File: src/rtl/cpu_pkg.sv
`default_nettype none
// +----------------------------------------------------------------------+
// | Package : cpu_pkg                                                    |
// | Shared types and constants for the 5-stage pipeline control logic.  |
// | Rev 1.0 : initial release                                            |
// +----------------------------------------------------------------------+
package cpu_pkg;

    typedef enum logic [1:0] {
        FWD_RF  = 2'b00,
        FWD_WB  = 2'b01,
        FWD_MEM = 2'b10
    } fwd_sel_t;

    localparam logic [4:0] XZR = 5'd31;

    // The EX-stage producer is younger than the MEM-stage one, so it wins.
    function automatic fwd_sel_t fwd_pick(input logic ex_hit, input logic mem_hit);
        fwd_sel_t sel;
        sel = FWD_RF;
        if (ex_hit) begin
            sel = FWD_MEM;
        end else if (mem_hit) begin
            sel = FWD_WB;
        end
        return sel;
    endfunction

endpackage
`default_nettype wire

File: src/rtl/hazard_src_cmp.sv
`default_nettype none
// +----------------------------------------------------------------------+
// | Module  : hazard_src_cmp                                             |
// | Compares one source register against one pipeline stage's writer.    |
// | Rev 1.0 : initial release                                            |
// +----------------------------------------------------------------------+
module hazard_src_cmp
    import cpu_pkg::*;
#(
    parameter int AW = 5
) (
    input  logic [AW-1:0] src,
    input  logic          use_src,
    input  logic          stg_valid,
    input  logic          stg_regw,
    input  logic [AW-1:0] stg_rd,
    output logic          match
);

    // XZR reads as zero and is never a real dependency.
    assign match = use_src & stg_valid & stg_regw
                 & (stg_rd == src) & (src != AW'(XZR));

endmodule
`default_nettype wire

File: src/rtl/fwd_hazard_ctrl.sv
`default_nettype none
// +----------------------------------------------------------------------+
// | Module  : fwd_hazard_ctrl                                            |
// | Forwarding-select and load-use stall control with EX/MEM shadow regs.|
// | Rev 1.0 : initial release                                            |
// +----------------------------------------------------------------------+
module fwd_hazard_ctrl
    import cpu_pkg::*;
#(
    parameter int AW   = 5,
    parameter int CNTW = 16
) (
    input  logic            clk,
    input  logic            reset,
    input  logic            id_valid,
    input  logic [AW-1:0]   id_rn,
    input  logic [AW-1:0]   id_rm,
    input  logic [AW-1:0]   id_rd,
    input  logic            id_reg2loc,
    input  logic            id_uses_a,
    input  logic            id_uses_b,
    input  logic            id_reg_write,
    input  logic            id_mem_read,
    input  logic            flush,
    output logic [AW-1:0]   rd_addr_b,
    output logic [1:0]      fwd_a,
    output logic [1:0]      fwd_b,
    output logic            stall,
    output logic [CNTW-1:0] stall_cnt
);

    logic            r_ex_valid;
    logic            r_ex_regw;
    logic            r_ex_memrd;
    logic [AW-1:0]   r_ex_rd;
    logic            r_mem_valid;
    logic            r_mem_regw;
    logic [AW-1:0]   r_mem_rd;
    fwd_sel_t        r_fwd_a;
    fwd_sel_t        r_fwd_b;
    logic [CNTW-1:0] r_stall_cnt;

    logic [AW-1:0]   w_rd_addr_b;
    logic [AW-1:0]   w_src     [2];
    logic [1:0]      w_use;
    logic [1:0]      w_stg_valid;
    logic [1:0]      w_stg_regw;
    logic [AW-1:0]   w_stg_rd  [2];
    logic [3:0]      w_match;
    logic            w_ex_hit_a;
    logic            w_mem_hit_a;
    logic            w_ex_hit_b;
    logic            w_mem_hit_b;
    logic            w_stall;
    logic            w_accept;

    assign w_rd_addr_b = id_reg2loc ? id_rd : id_rm;

    assign w_src[0]       = id_rn;
    assign w_src[1]       = w_rd_addr_b;
    assign w_use          = {id_uses_b, id_uses_a};
    assign w_stg_valid    = {r_mem_valid, r_ex_valid};
    assign w_stg_regw     = {r_mem_regw, r_ex_regw};
    assign w_stg_rd[0]    = r_ex_rd;
    assign w_stg_rd[1]    = r_mem_rd;

    // Match index = source*2 + stage, stage 0 = EX, stage 1 = MEM.
    generate
        for (genvar s = 0; s < 2; s++) begin : g_src
            for (genvar t = 0; t < 2; t++) begin : g_stg
                hazard_src_cmp #(
                    .AW (AW)
                ) u_cmp (
                    .src       (w_src[s]),
                    .use_src   (w_use[s]),
                    .stg_valid (w_stg_valid[t]),
                    .stg_regw  (w_stg_regw[t]),
                    .stg_rd    (w_stg_rd[t]),
                    .match     (w_match[s*2+t])
                );
            end
        end
    endgenerate

    assign w_ex_hit_a  = w_match[0];
    assign w_mem_hit_a = w_match[1];
    assign w_ex_hit_b  = w_match[2];
    assign w_mem_hit_b = w_match[3];

    // A load in EX cannot forward yet; hold ID one cycle until it reaches MEM.
    assign w_stall  = id_valid & ~flush & r_ex_valid & r_ex_memrd & r_ex_regw
                    & (w_ex_hit_a | w_ex_hit_b);
    assign w_accept = id_valid & ~flush & ~w_stall;

    always_ff @(posedge clk or negedge reset) begin
        if (!reset) begin
            r_ex_valid  <= 1'b0;
            r_ex_regw   <= 1'b0;
            r_ex_memrd  <= 1'b0;
            r_ex_rd     <= '0;
            r_mem_valid <= 1'b0;
            r_mem_regw  <= 1'b0;
            r_mem_rd    <= '0;
            r_fwd_a     <= FWD_RF;
            r_fwd_b     <= FWD_RF;
            r_stall_cnt <= '0;
        end else begin
            r_mem_valid <= r_ex_valid;
            r_mem_regw  <= r_ex_regw;
            r_mem_rd    <= r_ex_rd;
            r_ex_valid  <= w_accept;
            r_ex_regw   <= w_accept & id_reg_write;
            r_ex_memrd  <= w_accept & id_mem_read;
            r_ex_rd     <= id_rd;
            r_fwd_a     <= w_accept ? fwd_pick(w_ex_hit_a, w_mem_hit_a) : FWD_RF;
            r_fwd_b     <= w_accept ? fwd_pick(w_ex_hit_b, w_mem_hit_b) : FWD_RF;
            if (w_stall && (r_stall_cnt != '1)) begin
                r_stall_cnt <= r_stall_cnt + CNTW'(1);
            end
        end
    end

    assign rd_addr_b = w_rd_addr_b;
    assign fwd_a     = r_fwd_a;
    assign fwd_b     = r_fwd_b;
    assign stall     = w_stall;
    assign stall_cnt = r_stall_cnt;

endmodule
`default_nettype wire

File: config.mk
export PLATFORM = sky130hd
export DESIGN_NAME = fwd_hazard_ctrl
export DESIGN_NICKNAME = d
export VERILOG_FILES = /design/src/rtl/cpu_pkg.sv /design/src/rtl/hazard_src_cmp.sv /design/src/rtl/fwd_hazard_ctrl.sv
export SDC_FILE = /design/constraint.sdc
export NUM_CORES = 1
export LEC_CHECK = 0
export ABC_AREA = 1
export CAP_MARGIN = 15
export CORE_ASPECT_RATIO = 1.5
export CORE_MARGIN = 2
export CORE_UTILIZATION = 34
export DETAILED_ROUTE_END_ITERATION = 8
export SKIP_CTS_REPAIR_TIMING = 1
export SLEW_MARGIN = 20
export SYNTH_ARGS = -nofsm -noshare
export SYNTH_HDL_FRONTEND = slang
export SYNTH_SLANG_ARGS = --single-unit
File: constraint.sdc
create_clock -name clk -period 2.5 [get_ports clk]
set_input_delay 0.5 -clock clk [delete_from_list [all_inputs] [get_ports clk]]
set_output_delay 0.5 -clock clk [all_outputs]
set_load 0.02 [all_outputs]
# Word-level counts from Yosys, hierarchy flattened
# Index checks and enable logic that the tools add are counted.
classes:
  add_sub_neg: 1
  n_eq_ne: 7
  mux: 7
  n_bitwise: 27
  reduce_logical: 1
ops:
  columns: ["operator", "n"]
  rows:
  - ["bitwise AND 1 bit", 24]
  - ["== test 5 bit", 4]
  - ["adder 16 x 1 -> 16 bit (second input constant)", 1]
  - ["!= test 16 bit (second input constant)", 1]
  - ["!= test 5 bit (second input constant)", 2]
  - ["2-to-1 mux 2 bit", 4]
  - ["2-to-1 mux 5 bit", 1]
  - ["2-to-1 mux 1 bit", 2]
  - ["NOT 1 bit", 2]
  - ["logical AND 1 bit", 1]
  - ["OR 1 bit", 1]
totals:
  reg_bits: 35
  input_bits: 24
  out_inout_bits: 26
  word_cells: 53

# Depth between registers and ports, before layout
# Gate-level depths: netlist of run 1.
logic_depth:
  word_depth: 9
  ltp_mapped: 13
  ltp_nobuf: 12

# Modules after synthesis
# A second synthesis of run 1 with hierarchy kept.
hier_totals:
  cells_unflattened: 303
  area_unflattened_um2: 2129.5
by_module_without_submodules:
  columns: ["mod", "n_inst", "cells_each", "area_per_inst_um2", "seq_area_each_um2"]
  rows:
  - ["fwd_hazard_ctrl", 1, 187, 1649.1, 875.8]
  - ["hazard_src_cmp", 4, 29, 120.1, 0.0]

# Least setup slack after synthesis of run 1
# No wires, ideal clock.
synth_path:
  path_kind: "in2out"
  from: "input port id_reg2loc"
  to: "output port stall"
  t_arrival_ps: 1520
  required_ps: 2000
  setup_slack_ps: 480
  stages: 11
  n_path_buf: 0
  cell_sequence: "inv_2 > nand2_1 > nand2_2 > nand2_1 > nand2_1 > nand2_1 > nor2_1 > nand2_2 > nand2_4 > nand2_1 > inv_1"
synth_via:
  elab_chain_cells: 6
  elab_cells_between_ends: 7
  classes_between: "eq/ne: 2; mux: 1; bitwise: 4"
synth_rtl:
  columns: ["element", "line_no", "rtl"]
  rows:
  - ["start, declared", "fwd_hazard_ctrl.sv:19", "input logic id_reg2loc,"]
  - ["2-to-1 mux 5 bit *", "fwd_hazard_ctrl.sv:57", "assign w_rd_addr_b = id_reg2loc ? id_rd : id_rm;"]
  - ["via rd_addr_b[2]", "fwd_hazard_ctrl.sv:25", "output logic [AW-1:0] rd_addr_b,"]
  - ["== test 5 bit", "hazard_src_cmp.sv:22", "& (stg_rd == src) & (src != AW'(XZR));"]
  - ["bitwise AND 1 bit", "hazard_src_cmp.sv:22", null]
  - ["bitwise AND 1 bit *", "hazard_src_cmp.sv:22", null]
  - ["OR 1 bit *", "fwd_hazard_ctrl.sv:92", "& (w_ex_hit_a | w_ex_hit_b);"]
  - ["bitwise AND 1 bit *", "fwd_hazard_ctrl.sv:92", null]
  - ["end, declared", "fwd_hazard_ctrl.sv:28", "output logic stall,"]
# The timed path passes the listed nets; every way through them passes the cells marked *.

# Final worst setup path of run 1
layout_path:
  from: "input port id_rd[1]"
  to: "output port rd_addr_b[1]"
layout_via:
  elab_chain_cells: 1
layout_rtl:
  columns: ["element", "line_no", "rtl"]
  rows:
  - ["start, declared", "fwd_hazard_ctrl.sv:18", "input logic [AW-1:0] id_rd,"]
  - ["2-to-1 mux 5 bit", "fwd_hazard_ctrl.sv:57", null]
  - ["end, declared", "fwd_hazard_ctrl.sv:25", null]
# No other way between the ends.

==> summary.md, run 1 <==
| Metric | Value |
|---|---|
| Commonest non-fill, non-tap cell in the layout | `nand2_1` |
| Fin. Hold Viols | `0` |
| Nets | `356` |
| Reg power frac | `46.3%` |
| Buf/Inv on CP | `3` |
| Worst slew pin tran | `0.530 ns` |
| Critical path, cell by cell | `clkdlybuf4s50_1 -> nand2_1 -> nand2_1 -> buf_4 -> clkdlybuf4s50_1` |
| DR pass1 iterations | `4` |
| Root Driver | `clkbuf_8` |
| Congestion Overflow GR | `0` |
| Hold Crit Class | `register to register` |
| GPL Wtd Cong | `0.820` |
| Final worst setup slack | `0.0920 ns` |
| Register area share after synthesis | `43.6%` |
| Clock transition at path regs | `0.07 ns` |
| Most frequent cells in the layout | `nand2_1, clkdlybuf4s50_1, dfrtp_1, nor2_1, buf_4` |
| Vias/cell | `4.75` |
| Die H | `98.2 um` |
| Max-cap violation count | `0` |
| Outcome | `completed` |
| XOR/XNOR share of the synthesized area | `10.5%` |
| Avg Cell Area, Syn | `7.85 um2` |
| Int Pwr | `963 uW` |
| CTS tree | `done` |
| Per-cell routed wire length | `12.7 um` |
| TritonCTS Buffers | `5` |
| Overall Power | `1270 uW` |
| First-pass GRT wire length | `8360 um` |
| Post-Syn Nets | `281` |
| Largest net degree at the start of global routing | `36` |
| Gate power share | `13.2%` |
| Max Clk Rate | `0.415 GHz` |
| Share of cells above drive strength 1 | `15.4%` |
| Sw power | `308 uW` |
| # rows | `34` |
| Post-Syn Instances | `256` |
| Core Region | `5740 um2` |
| Placed cell areas | `2740 um2` |
| CP endpoint kind | `primary output` |
| Area Growth Syn to Fin | `42.1%` |
| Adder-cell area share of the yosys netlist | `0.622%` |
| Minimum setup slack after placement | `-0.513 ns` |
| Worst reg-to-reg setup slack | `0.49 ns` |
| Critical path's slowest cell | `clkdlybuf4s50_1` |
| Combinational family with the most area after synthesis | `simple AND/OR/NAND/NOR gates` |
| Worst stage delay on the critical path | `0.58 ns` |
| Compound-Gate Fraction of Synth Area | `1.18%` |
| Pwr dens | `445 nW/um2` |
| Clock share of power | `40.5%` |
| I/O pin count | `50` |
| Die Wd | `66.8 um` |
| Max Slew Vio Count | `0` |
| Mux cell area share after synthesis | `0%` |
| Total track usage | `16.8%` |
| Die ar. | `6560 um2` |
| CTS max path bufs | `2` |
| Initial antenna violation count | `0` |
| Post-route cell area | `2860 um2` |
| Crit path max fanout | `3` |
| Clock latency on the worst-skew pair | `0.29 ns` |
| Vias in the first global route | `1,874` |
| Fin crit period | `2.41 ns` |
| Setup Viol. Count Final | `0` |
| Clock Skew | `0.00471 ns` |
| FF+latch count, synth | `35` |
| Worst setup SP type | `input port` |
| Post-DP HPWL | `3850 um` |
| Initial Util | `35.0%` |
| RSZ-0062 raised after global routing | `no` |
| Crit path arrival time | `1.91 ns` |
| VDD IR max | `0.237 mV` |
| Buffers added on ports | `49` |
| Warnings from Yosys | `0` |
| Tcrit/Tclk final | `96.3%` |
| 1st-iter DRT viols | `71` |
| Post-Synthesis Cell Area | `2010 um2` |
| Clk sinks | `35` |
| Lkg Pwr | `0.00134 uW` |
| CTS H-Tree Depth | `2` |
| # diodes | `0` |
| Detail Route Antenna Nets | `0` |
| Simple-gate area share of the yosys netlist | `38.5%` |
| Required time worst endpoint | `2.00 ns` |
| Sw Share | `24.3%` |
| Relative slew slack | `64.4%` |
| Crit Path Class | `input port to primary output` |
| Distinct cells, synth | `26` |
| Final wirelength | `5130 um` |
| Critical path's top delay family | `buffers and inverters` |
| Via count | `1,919` |
| # DRC | `0` |
stage by stage:
step	util (%)	hold WS, ns	setup TNS [ns]	cells
floorplan	-	0.204	0	256
global placement	47.6	0.380	-0.975	396
detailed placement	47.6	0.388	-1.64	396
CTS	49.6	0.413	-0.868	404
global route	49.7	0.429	0	404
finish	49.7	0.408	0	404
registers in the layout, summed over array words and instances, names as in the netlist:
signal / flops
r_ex_rd: 5
stall_cnt: 16
r_mem_regw: 1
r_ex_memrd: 1
fwd_a: 2
r_mem_rd: 5
r_ex_valid: 1
fwd_b: 2
r_ex_regw: 1
r_mem_valid: 1
power groups by stage:
stage | Sequential (uW) | Combinational (uW) | Clock [uW]
finish | 589 | 168 | 515
global route | 591 | 186 | 555
CTS | 589 | 169 | 535
detailed placement | 601 | 168 | 0
global placement | 600 | 167 | 0
floorplan | 597 | 65.5 | 0
routing by layer:
metal	GRT usage [%]	routed length [um]	share of wire (%)
met4	6.75	104	2.0
met3	3.11	213	4.2
met2	31.4	2850	56
met1	17.8	1960	38
met5	0	0	0
layout make-up:
| cell class | count | area [um2] |
|---|---|---|
| clock inverters | 3 | 43.8 |
| inverters | 23 | 86.3 |
| well taps | 72 | 90.1 |
| fillers | 577 | 2890 |
| clock buffers | 5 | 68.8 |
| repair buffers | 72 | 663 |
| flip-flops and latches | 35 | 876 |
| multi-input cells | 194 | 1030 |
logic make-up (layout without fill, tap and decap cells):
family,Yosys count,after routing
and+or+nand+nor,165,165
adders and majority gates,1,1
AOI/OAI and AO/OA,4,4
DFF,35,35
xor gates and xnor gates,24,24
buffers and inverters,27,103
cells in the mapped netlist:
cell,number,share of area [%]
buf_2,1,0.25
nor2_2,2,0.62
a21oi_2,1,0.44
nand3_2,1,0.50
buf_4,1,0.37
inv_2,1,0.19
nand3b_1,3,1.1
nand2_1,75,14
o21ai_0,2,0.50
inv_1,22,4.1
a21oi_1,1,0.25
nor3_1,3,0.75
nor2_1,29,5.4
nand2_4,1,0.56
xor2_1,13,5.7
nand4_1,21,6.5
nand3_1,19,4.7
nor3b_2,1,0.62
nand3_4,1,0.87
nand2_2,8,2.5
ha_1,1,0.62
dfrtp_1,35,44
clkbuf_1,1,0.19
xnor2_1,11,4.8
buf_6,1,0.56
nor4_1,1,0.31
worst register-to-register path, cell delays in order, from the launching register on:
cell	delay (ns)
dfrtp_1	0.43
ha_1	0.21
nand3_1	0.17
nor2_2	0.22
nand2_1	0.11
nor2_1	0.12
nand3_2	0.24
buf_4	0.26
nand4_1	0.09
nand2_1	0.06
final timing paths:
path / startpoint / end / cells after the start
setup / recovery: id_rd[1] / rd_addr_b[1] / 5
hold / removal: r_ex_regw$_DFF_PN0_ / r_mem_regw$_DFF_PN0_ / 0
setup reg to reg: stall_cnt[1]$_DFFE_PN0P_ / stall_cnt[7]$_DFFE_PN0P_ / 9
hold reg to reg: r_ex_regw$_DFF_PN0_ / r_mem_regw$_DFF_PN0_ / 0
max in group asynchronous: reset / r_mem_rd[1]$_DFF_PN0_ / 2
min in group asynchronous: reset / r_ex_rd[2]$_DFF_PN0_ / 2
No activity file was read; power rests on OpenSTA's default activity.
==> run 2, diff against run 1 <==
- CAP_MARGIN: 15 -> 20
==> results of run 2 <==
The final DEF is identical to that of run 1; final timing and power are the same.
